$ cat src/rtl/seg7_to_bcd_capture.sv
// seg7_to_bcd_capture
//   Captures multiplexed 7-segment display samples, decodes them to BCD and
//   publishes a 4-digit frame once it has been seen unchanged for
//   STABLE_FRAMES consecutive complete frames.
//
// Ports
//   clk        : single clock, rising edge
//   reset      : asynchronous, active-high
//   seg_in     : active-low segments, bit6..bit0 = g..a
//   digit_sel  : one-hot digit select, bit0 = least-significant digit
//   sample_en  : seg_in/digit_sel valid this cycle
//   bcd_out    : published digits, [3:0] = digit0 .. [15:12] = digit3
//   err_out    : per-digit invalid-pattern flags of the published frame
//   valid      : one-cycle pulse when bcd_out/err_out update
//   sel_err    : one-cycle pulse after a sample with a bad digit_sel
//   stale      : no accepted sample for TIMEOUT_CYC cycles
//
// FSM
//   state   | meaning
//   COLLECT | filling slots from accepted samples
//   EVAL    | one cycle comparing the latched candidate frame
module seg7_to_bcd_capture #(
  parameter int STABLE_FRAMES = 2,
  parameter int TIMEOUT_CYC   = 50000
) (
  input  logic        clk,
  input  logic        reset,
  input  logic [6:0]  seg_in,
  input  logic [3:0]  digit_sel,
  input  logic        sample_en,
  output logic [15:0] bcd_out,
  output logic [3:0]  err_out,
  output logic        valid,
  output logic        sel_err,
  output logic        stale
);

  typedef enum logic {COLLECT, EVAL} state_t;

  localparam logic [2:0]  STABLE_N = 3'(STABLE_FRAMES);
  localparam logic [15:0] TIMEOUT  = 16'(TIMEOUT_CYC);

  state_t      state_q, state_d;
  logic [3:0]  mask_q, mask_d;
  logic [15:0] frame_code_q, frame_code_d;
  logic [3:0]  frame_err_q, frame_err_d;
  logic [15:0] cand_code_q, cand_code_d;
  logic [3:0]  cand_err_q, cand_err_d;
  logic [15:0] prev_code_q, prev_code_d;
  logic [3:0]  prev_err_q, prev_err_d;
  logic [2:0]  stable_cnt_q, stable_cnt_d;
  logic        published_q, published_d;
  logic [15:0] pub_code_q, pub_code_d;
  logic [3:0]  pub_err_q, pub_err_d;
  logic        valid_q, valid_d;
  logic        sel_err_q, sel_err_d;
  logic [15:0] idle_q, idle_d;

  logic        sel_onehot, accept, frame_done, do_eval;
  logic [4:0]  dec;
  logic [3:0]  mask_fill;
  logic [2:0]  cnt_next;

  // {err, code}
  function automatic logic [4:0] decode(input logic [6:0] s);
    case (s)
      7'b1000000: decode = 5'h00;
      7'b1111001: decode = 5'h01;
      7'b0100100: decode = 5'h02;
      7'b0110000: decode = 5'h03;
      7'b0011001: decode = 5'h04;
      7'b0010010: decode = 5'h05;
      7'b0000010: decode = 5'h06;
      7'b1111000: decode = 5'h07;
      7'b0000000: decode = 5'h08;
      7'b0010000: decode = 5'h09;
      default:    decode = 5'h1F;
    endcase
  endfunction

  assign dec        = decode(seg_in);
  assign sel_onehot = (digit_sel != 4'd0) && ((digit_sel & (digit_sel - 4'd1)) == 4'd0);
  assign accept     = sample_en && sel_onehot;

  // FSM: state register
  always_ff @(posedge clk or posedge reset) begin
    if (reset) state_q <= COLLECT;
    else       state_q <= state_d;
  end

  // FSM: next state
  always_comb begin
    state_d = state_q;
    case (state_q)
      COLLECT: if (frame_done) state_d = EVAL;
      EVAL:    state_d = COLLECT;
      default: state_d = COLLECT;
    endcase
  end

  // FSM: outputs
  always_comb begin
    do_eval = (state_q == EVAL);
  end

  // Slot collection; the completing sample is folded into the candidate.
  always_comb begin
    frame_code_d = frame_code_q;
    frame_err_d  = frame_err_q;
    mask_d       = mask_q;
    cand_code_d  = cand_code_q;
    cand_err_d   = cand_err_q;
    mask_fill    = mask_q;
    frame_done   = 1'b0;
    if (accept) begin
      for (int i = 0; i < 4; i++) begin
        if (digit_sel[i]) begin
          frame_code_d[i*4 +: 4] = dec[3:0];
          frame_err_d[i]         = dec[4];
        end
      end
      mask_fill = mask_q | digit_sel;
      if (mask_fill == 4'hF) begin
        frame_done  = 1'b1;
        cand_code_d = frame_code_d;
        cand_err_d  = frame_err_d;
        mask_d      = 4'd0;
      end else begin
        mask_d = mask_fill;
      end
    end
  end

  // Stability evaluation and publish. A zero counter means no previous
  // candidate exists yet, so the first frame always loads 1.
  always_comb begin
    stable_cnt_d = stable_cnt_q;
    prev_code_d  = prev_code_q;
    prev_err_d   = prev_err_q;
    published_d  = published_q;
    pub_code_d   = pub_code_q;
    pub_err_d    = pub_err_q;
    valid_d      = 1'b0;
    cnt_next     = 3'd1;
    if (do_eval) begin
      if ((stable_cnt_q != 3'd0) && (cand_code_q == prev_code_q) && (cand_err_q == prev_err_q))
        cnt_next = (stable_cnt_q >= STABLE_N) ? STABLE_N : stable_cnt_q + 3'd1;
      stable_cnt_d = cnt_next;
      prev_code_d  = cand_code_q;
      prev_err_d   = cand_err_q;
      if ((cnt_next == STABLE_N) &&
          (!published_q || (cand_code_q != pub_code_q) || (cand_err_q != pub_err_q))) begin
        pub_code_d  = cand_code_q;
        pub_err_d   = cand_err_q;
        published_d = 1'b1;
        valid_d     = 1'b1;
      end
    end
  end

  always_comb begin
    sel_err_d = sample_en && !sel_onehot;
    if (accept)                idle_d = 16'd0;
    else if (idle_q >= TIMEOUT) idle_d = TIMEOUT;
    else                        idle_d = idle_q + 16'd1;
  end

  always_ff @(posedge clk or posedge reset) begin
    if (reset) begin
      mask_q       <= 4'd0;
      frame_code_q <= 16'd0;
      frame_err_q  <= 4'd0;
      cand_code_q  <= 16'd0;
      cand_err_q   <= 4'd0;
      prev_code_q  <= 16'd0;
      prev_err_q   <= 4'd0;
      stable_cnt_q <= 3'd0;
      published_q  <= 1'b0;
      pub_code_q   <= 16'd0;
      pub_err_q    <= 4'd0;
      valid_q      <= 1'b0;
      sel_err_q    <= 1'b0;
      idle_q       <= 16'd0;
    end else begin
      mask_q       <= mask_d;
      frame_code_q <= frame_code_d;
      frame_err_q  <= frame_err_d;
      cand_code_q  <= cand_code_d;
      cand_err_q   <= cand_err_d;
      prev_code_q  <= prev_code_d;
      prev_err_q   <= prev_err_d;
      stable_cnt_q <= stable_cnt_d;
      published_q  <= published_d;
      pub_code_q   <= pub_code_d;
      pub_err_q    <= pub_err_d;
      valid_q      <= valid_d;
      sel_err_q    <= sel_err_d;
      idle_q       <= idle_d;
    end
  end

  assign bcd_out = pub_code_q;
  assign err_out = pub_err_q;
  assign valid   = valid_q;
  assign sel_err = sel_err_q;
  assign stale   = (idle_q == TIMEOUT);

endmodule

$ cat config.mk
export PLATFORM = sky130hd
export DESIGN_NAME = seg7_to_bcd_capture
export DESIGN_NICKNAME = d
export VERILOG_FILES = /design/src/rtl/seg7_to_bcd_capture.sv
export SDC_FILE = /design/constraint.sdc
export NUM_CORES = 1
export LEC_CHECK = 0
export BUFFER_PORTS_ARGS = -buffer_cell sky130_fd_sc_hd__clkbuf_2
export CAP_MARGIN = 20
export CORE_AREA = 2 2 99 101
export CTS_CLUSTER_SIZE = 28
export DETAILED_ROUTE_END_ITERATION = 16
export DIE_AREA = 0 0 101 103
export PLACE_DENSITY = 0.76
export RECOVER_POWER = 25
export SYNTH_ARGS = -nofsm -noshare
export SYNTH_HDL_FRONTEND = slang
export SYNTH_SLANG_ARGS = --single-unit
$ cat constraint.sdc
create_clock -name clk -period 6.6 [get_ports clk]
set_input_delay 0.66 -clock clk [delete_from_list [all_inputs] [get_ports clk]]
set_output_delay 0.66 -clock clk [all_outputs]
set_load 0.05 [all_outputs]
==> results.py, run 1 <==
metrics = {
    "timing": {
        "fmax_mhz": 314.1,
        "layout_min_cycle_time_ns": 3.184,
        "holdWs_ns": 0.4791,
        "setup_slack_ns": 3.416,
        "worst_pin_slew_ns": 1.304,
        "clock-skew-final_ns": 0.01419,
        "finalSetupViolations": 0,
        "rsz0062_at_grt": "false",
        "slew_viol_final": 0,
        "timing.slew.headroom_pct": 13.04,
        "finalCritPeriodShare_pct": 48.24,
        "hold_viol": 0,
        "final.setup.tns_ns": 0,
    },
    "worst_setup_path": {
        "worstPathCellList": "or4_1 > or4b_2 > nor4_1 > clkbuf_2",
        "timing.rr.end": "bcd_out[15]",
        "r2r_slack_ns": 4.02,
        "crit_path_start_kind": "register",
        "max_stage_delay_ns": 0.62,
        "worstSetupPathType": "reg -> out",
        "setup.worst_path.start": "idle_q[12]",
        "r2r_cells": 6,
        "crit_end": "stale",
        "endpoint_kind": "output pin",
        "crit-reg2reg-launch": "cand_code_q[10]",
        "path_max_fanout": 4,
        "cpMaxStageDelayCell": "or4b_2",
        "arrival_ns": 2.52,
        "crit_required_ns": 5.94,
    },
    "die": {
        "fp-row-count": 36,
        "die-width_um": 101,
        "initial_core_util_pct": 56.22,
        "fp.dieH_um": 103,
        "num_io_pins": 37,
        "core_area_sq_mm": 0.009459,
        "die_area_sq_mm": 0.01040,
    },
    "clocking": {
        "clk_latency_ns": 0.38,
        "root_buffer": "clkbuf_8",
        "cts_made_buffers": 9,
        "htree_levels": 3,
        "ctsHoldBuffers": 0,
        "cts.sink_count": 107,
        "cts.repair.resized": 0,
        "cts_tree": "built",
        "clk_pin_slew_ns": 0.11,
        "cts_buffer_depth": 2,
        "cts_setup_buffers": 0,
    },
    "power_and_ir_drop": {
        "power_per_cell_area_mw_per_mm2": 329.8,
        "power_leakage_nw": 2.385,
        "intPower_mw": 1.221,
        "max-vdd-ir-drop_mv": 0.1921,
        "power_mw": 1.899,
        "comb_power_share_pct": 26.8,
        "netSwitchingFraction_pct": 35.69,
        "clkPwrFrac_pct": 20.3,
        "p_sw_uw": 677.9,
        "p_seq_share_pct": 52.9,
    },
    "yosys": {
        "yosys.area.top_type": "dfrtp_1",
        "synth_area_sq_mm": 0.005318,
        "synth_top_area_share_pct": 50.35,
        "synth_compound_area_share_pct": 10.89,
        "ys_seq_area_share_pct": 50.35,
        "ys_ff_latch": 107,
        "synth.area.top_cells": "dfrtp_1 50%, mux2_2 12%, xnor2_1 6.9%",
        "synth.avg_cell_area_sq_um": 11.03,
        "synth_edf_count": 0,
        "synth.net_count": 501,
        "yosysWarnings": 0,
        "netlist_instances": 482,
        "synth_xor_area_share_pct": 8.729,
        "synthMuxAreaShare_pct": 13.46,
        "synth_top_family_by_area": "multiplexers",
        "yosys.area_share.simple_pct": 12.80,
        "ys_types": 54,
        "synth_most_common_cell": "dfrtp_1",
        "async_reset_ff_share_pct": 100.0,
        "synthAdderAreaFrac_pct": 1.176,
        "synthFlopType": "dfrtp_1",
        "synth_common_cells": "107 x dfrtp_1, 59 x mux2_2, 42 x xnor2_1",
    },
    "finish": {
        "syn_to_final_growth_pct": 8.306,
        "final_util_pct": 60.89,
        "fin_nets": 531,
        "drive_gt1_share_pct": 23.02,
        "final_cells": 631,
        "fin_area_sq_mm": 0.005759,
        "n_antenna_cell": 0,
    },
    "min_path": {
        "hp-class": "in -> async",
    },
    "routing": {
        "vias": 3797,
        "firstDrtPassIters": 4,
        "avgViaCountPerCell": 6.017,
        "routed_wl_um": 11040,
        "avgRoutedWirePerCell_um": 17.49,
        "drt_iter0_drc": 255,
        "drc": 0,
        "ant_nets": 0,
    },
    "global_route": {
        "grt_pass1_wl_um": 18100,
        "grt_usage_pct": 22.59,
        "antenna_found_initial": 0,
        "grt_max_degree": 83,
        "grt_remaining_overflow": 0,
        "grt_pass1_vias": 3592,
    },
    "run_status": {
        "status": "completed",
    },
    "place": {
        "place.gp.congestion": 0.8736,
        "hpwl_um": 7908,
        "dp.cells": 614,
        "dp_slack_ns": 3.516,
        "place_area_sq_mm": 0.005562,
        "io_buffers": 36,
    },
    "flow_run": {
        "max-cap-violations": 0,
    },
}
[cell families after synthesis]
group | Yosys count
AO/OA/AOI/OAI | 93
XOR/XNOR | 53
adder cells (fa/ha/maj) | 5
buffers and inverters | 30
flip-flops | 107
multiplexers | 64
AND/OR/NAND/NOR | 130
[cells in the final DEF (no fill, tap or decap), types with 11 or more instances in the layout]
| master | instances |
|---|---|
| o31ai_1 | 12 |
| xnor2_1 | 42 |
| nor2_1 | 34 |
| nand3_1 | 12 |
| dfrtp_1 | 107 |
| clkbuf_2 | 33 |
| o21ai_0 | 21 |
| a31oi_1 | 12 |
| xor2_1 | 11 |
| nand2_1 | 26 |
| a21oi_1 | 32 |
| mux2_2 | 59 |
[final cells by class]
type	count	area (sq um)
Clock buffer	9	123.9
Sequential cell	107	2678
Inverter	9	35.03
Fill cell	781	3700
Tap cell	114	142.6
Multi-Input combinational cell	345	2502
Clock inverter	7	67.56
Timing Repair Buffer	40	210.2
[registers in the layout (all words and copies together) (netlist names)]
register / cells
prev_err_q: 4
valid: 1
sel_err: 1
stable_cnt_q: 3
do_eval: 1
cand_err_q: 4
frame_err_q: 4
frame_code_q: 16
idle_q: 16
prev_code_q: 16
published_q: 1
mask_q: 4
bcd_out: 16
cand_code_q: 16
err_out: 4
[worst min-delay path by stage]
| stage | start | endpoint | slack, ns | cells after the start |
|---|---|---|---|---|
| finish | reset | idle_q[13] | 0.48 | 2 |
| CTS | reset | bcd_out[8] | 0.23 | 2 |
| detailed placement | published_q | published_q | 0.47 | 1 |
| floorplan | published_q | published_q | 0.45 | 1 |
| global route | frame_code_q[0] | frame_code_q[0] | 0.54 | 2 |
| global placement | frame_code_q[3] | frame_code_q[3] | 0.47 | 2 |
[routing by layer]
layer  global-route usage, %  routed length [um]  vias up
li1                        -                   -     1797
met1                   30.90                5163     1857
met2                   35.64                5117      122
met3                   5.898                 510       21
met4                   7.173                 244        0
met5                       0                   0        -
[power groups by stage]
stage | logic [mW] | registers, mW | clock network [mW]
global route | 0.569 | 1.03 | 0.425
finish | 0.509 | 1.00 | 0.386
detailed placement | 0.508 | 1.02 | 0
floorplan | 0.418 | 0.952 | 0
CTS | 0.509 | 1.00 | 0.394
global placement | 0.497 | 1.00 | 0
[critical path, delay by kind of cell, from the launching register on]
| kind | cells | cell delay [ns] |
|---|---|---|
| and+or+nand+nor | 3 | 1.40 |
| buffers and inverters | 1 | 0.33 |
| DFF | 1 | 0.42 |
(Power assumes the default switching activity.)
==> run 2, diff against run 1 <==
==> constraint.sdc (replaced) <==
create_clock -name clk -period 3.1 [get_ports clk]
set_input_delay 0.31 -clock clk [delete_from_list [all_inputs] [get_ports clk]]
set_output_delay 0.31 -clock clk [all_outputs]
set_load 0.05 [all_outputs]
==> results.py, run 2 (synthesized netlist as in run 1, its figures left out) <==
metrics = {
    "clocking": {
        "cts.repair.resized": 0,
        "root_buffer": "clkbuf_8",
        "cts_tree": "built",
        "htree_levels": 3,
        "cts.sink_count": 107,
        "clk_latency_ns": 0.37,
        "clk_pin_slew_ns": 0.12,
        "cts_setup_buffers": 0,
        "cts_made_buffers": 9,
        "ctsHoldBuffers": 0,
        "cts_buffer_depth": 2,
    },
    "routing": {
        "drt_iter0_drc": 120,
        "firstDrtPassIters": 4,
        "routed_wl_um": 10930,
        "avgViaCountPerCell": 5.986,
        "vias": 3813,
        "ant_nets": 0,
        "avgRoutedWirePerCell_um": 17.15,
        "drc": 0,
    },
    "timing": {
        "fmax_mhz": 368.0,
        "clock-skew-final_ns": 0.02230,
        "rsz0062_at_grt": "false",
        "hold_viol": 0,
        "finalCritPeriodShare_pct": 87.66,
        "holdWs_ns": 0.2150,
        "finalSetupViolations": 0,
        "worst_pin_slew_ns": 1.615,
        "layout_min_cycle_time_ns": 2.718,
        "timing.slew.headroom_pct": -8.268,
        "setup_slack_ns": 0.3825,
        "slew_viol_final": 39,
        "final.setup.tns_ns": 0,
    },
    "flow_run": {
        "max-cap-violations": 1,
    },
    "finish": {
        "final_common_cell": "dfrtp_1",
        "drive_gt1_share_pct": 24.86,
        "fin_nets": 537,
        "syn_to_final_growth_pct": 9.341,
        "final_cell_mix": "107 x dfrtp_1, 59 x mux2_2, 42 x xnor2_1",
        "n_antenna_cell": 0,
    },
    "worst_setup_path": {
        "worstSetupPathType": "reg -> out",
        "cpMaxStageDelayCell": "or4b_2",
        "r2r_cells": 6,
        "max_stage_delay_ns": 0.63,
        "endpoint_kind": "output pin",
        "worstPathCellList": "or4_1 > or4b_2 > nor4_2 > clkbuf_2",
        "crit_required_ns": 2.79,
        "arrival_ns": 2.41,
        "path_max_fanout": 4,
        "crit_path_start_kind": "register",
    },
    "min_path": {
        "hp-class": "in -> reg",
        "holdPathStages": 2,
    },
    "global_route": {
        "grt_usage_pct": 22.07,
        "grt_max_degree": 50,
        "antenna_found_initial": 0,
        "grt_pass1_vias": 3672,
        "grt_remaining_overflow": 0,
        "grt_pass1_wl_um": 18090,
    },
    "power_and_ir_drop": {
        "p_sw_mw": 1.464,
        "max-vdd-ir-drop_mv": 0.3726,
        "power_per_cell_area_mw_per_mm2": 703.1,
        "netSwitchingFraction_pct": 35.82,
        "intPower_mw": 2.623,
        "power_leakage_nw": 2.437,
        "comb_power_share_pct": 26.9,
        "p_seq_share_pct": 52.5,
        "clkPwrFrac_pct": 20.6,
    },
    "die": {
        "die_area_sq_mm": 0.01040,
        "num_io_pins": 37,
        "fp-row-count": 36,
        "fp.dieH_um": 103,
        "initial_core_util_pct": 56.22,
        "die-width_um": 101,
        "core_area_sq_mm": 0.009459,
    },
    "place": {
        "place.gp.congestion": 0.9140,
        "dp_slack_ns": 0.5065,
        "io_buffers": 36,
        "hpwl_um": 8115,
    },
    "run_status": {
        "violations": "max-capacitance violations, max-slew violations",
        "status": "complete, but fails checks",
    },
}
-- run 2: per-layer routing --
| layer | vias to the layer above | GRT usage [%] | routed length, um |
|---|---|---|---|
| li1 | 1818 | - | - |
| met1 | 1898 | 29.18 | 5018 |
| met2 | 87 | 38.10 | 5436 |
| met3 | 10 | 3.254 | 341 |
| met5 | - | 0 | 0 |
| met4 | 0 | 6.445 | 130 |
-- run 2: critical path, delay by kind of cell, from the launching register on --
kind / cells / cell delay (ns)
DFF: 1 / 0.42
and+or+nand+nor: 3 / 1.32
buffers and inverters: 1 / 0.31
-- run 2: layout make-up --
cell class / count / area [sq um]
repair buffers: 46 / 252.7
fillers: 759 / 3645
multi-input cells: 345 / 2509
well taps: 114 / 142.6
inverters: 9 / 35.03
flip-flops and latches: 107 / 2678
clock inverters: 7 / 73.82
clock buffers: 9 / 123.9
-- run 2: power by group through the flow --
stage,Sequential (mW),Clock (mW),Combinational (mW)
2_1_floorplan,2.03,0,0.890
3_3_place_gp,2.14,0,1.06
6_report,2.14,0.842,1.10
5_1_grt,2.19,0.913,1.22
4_1_cts,2.14,0.859,1.11
3_5_place_dp,2.17,0,1.11
-- run 2: final timing paths --
check	startpoint	to	slack [ns]
worst max-delay path	idle_q[12]	stale	0.38
worst min-delay path	sample_en	sel_err	0.21
worst max register to register	cand_code_q[0]	bcd_out[9]	0.67
worst min register to register	published_q	published_q	0.49
max in group asynchronous	reset	prev_code_q[8]	1.00
min in group asynchronous	reset	idle_q[5]	0.30
-- run 2: metrics by stage --
step / instances / util [%] / area, sq um / power [mW]
floorplan: 482 / - / 5328 / 2.918
CTS: 637 / 61.65 / 5832 / 4.110
global route: 637 / 61.47 / 5814 / 4.328
detailed placement: 621 / 59.56 / 5634 / 3.274
finish: 637 / 61.47 / 5814 / 4.088
global placement: 621 / 59.56 / 5634 / 3.200
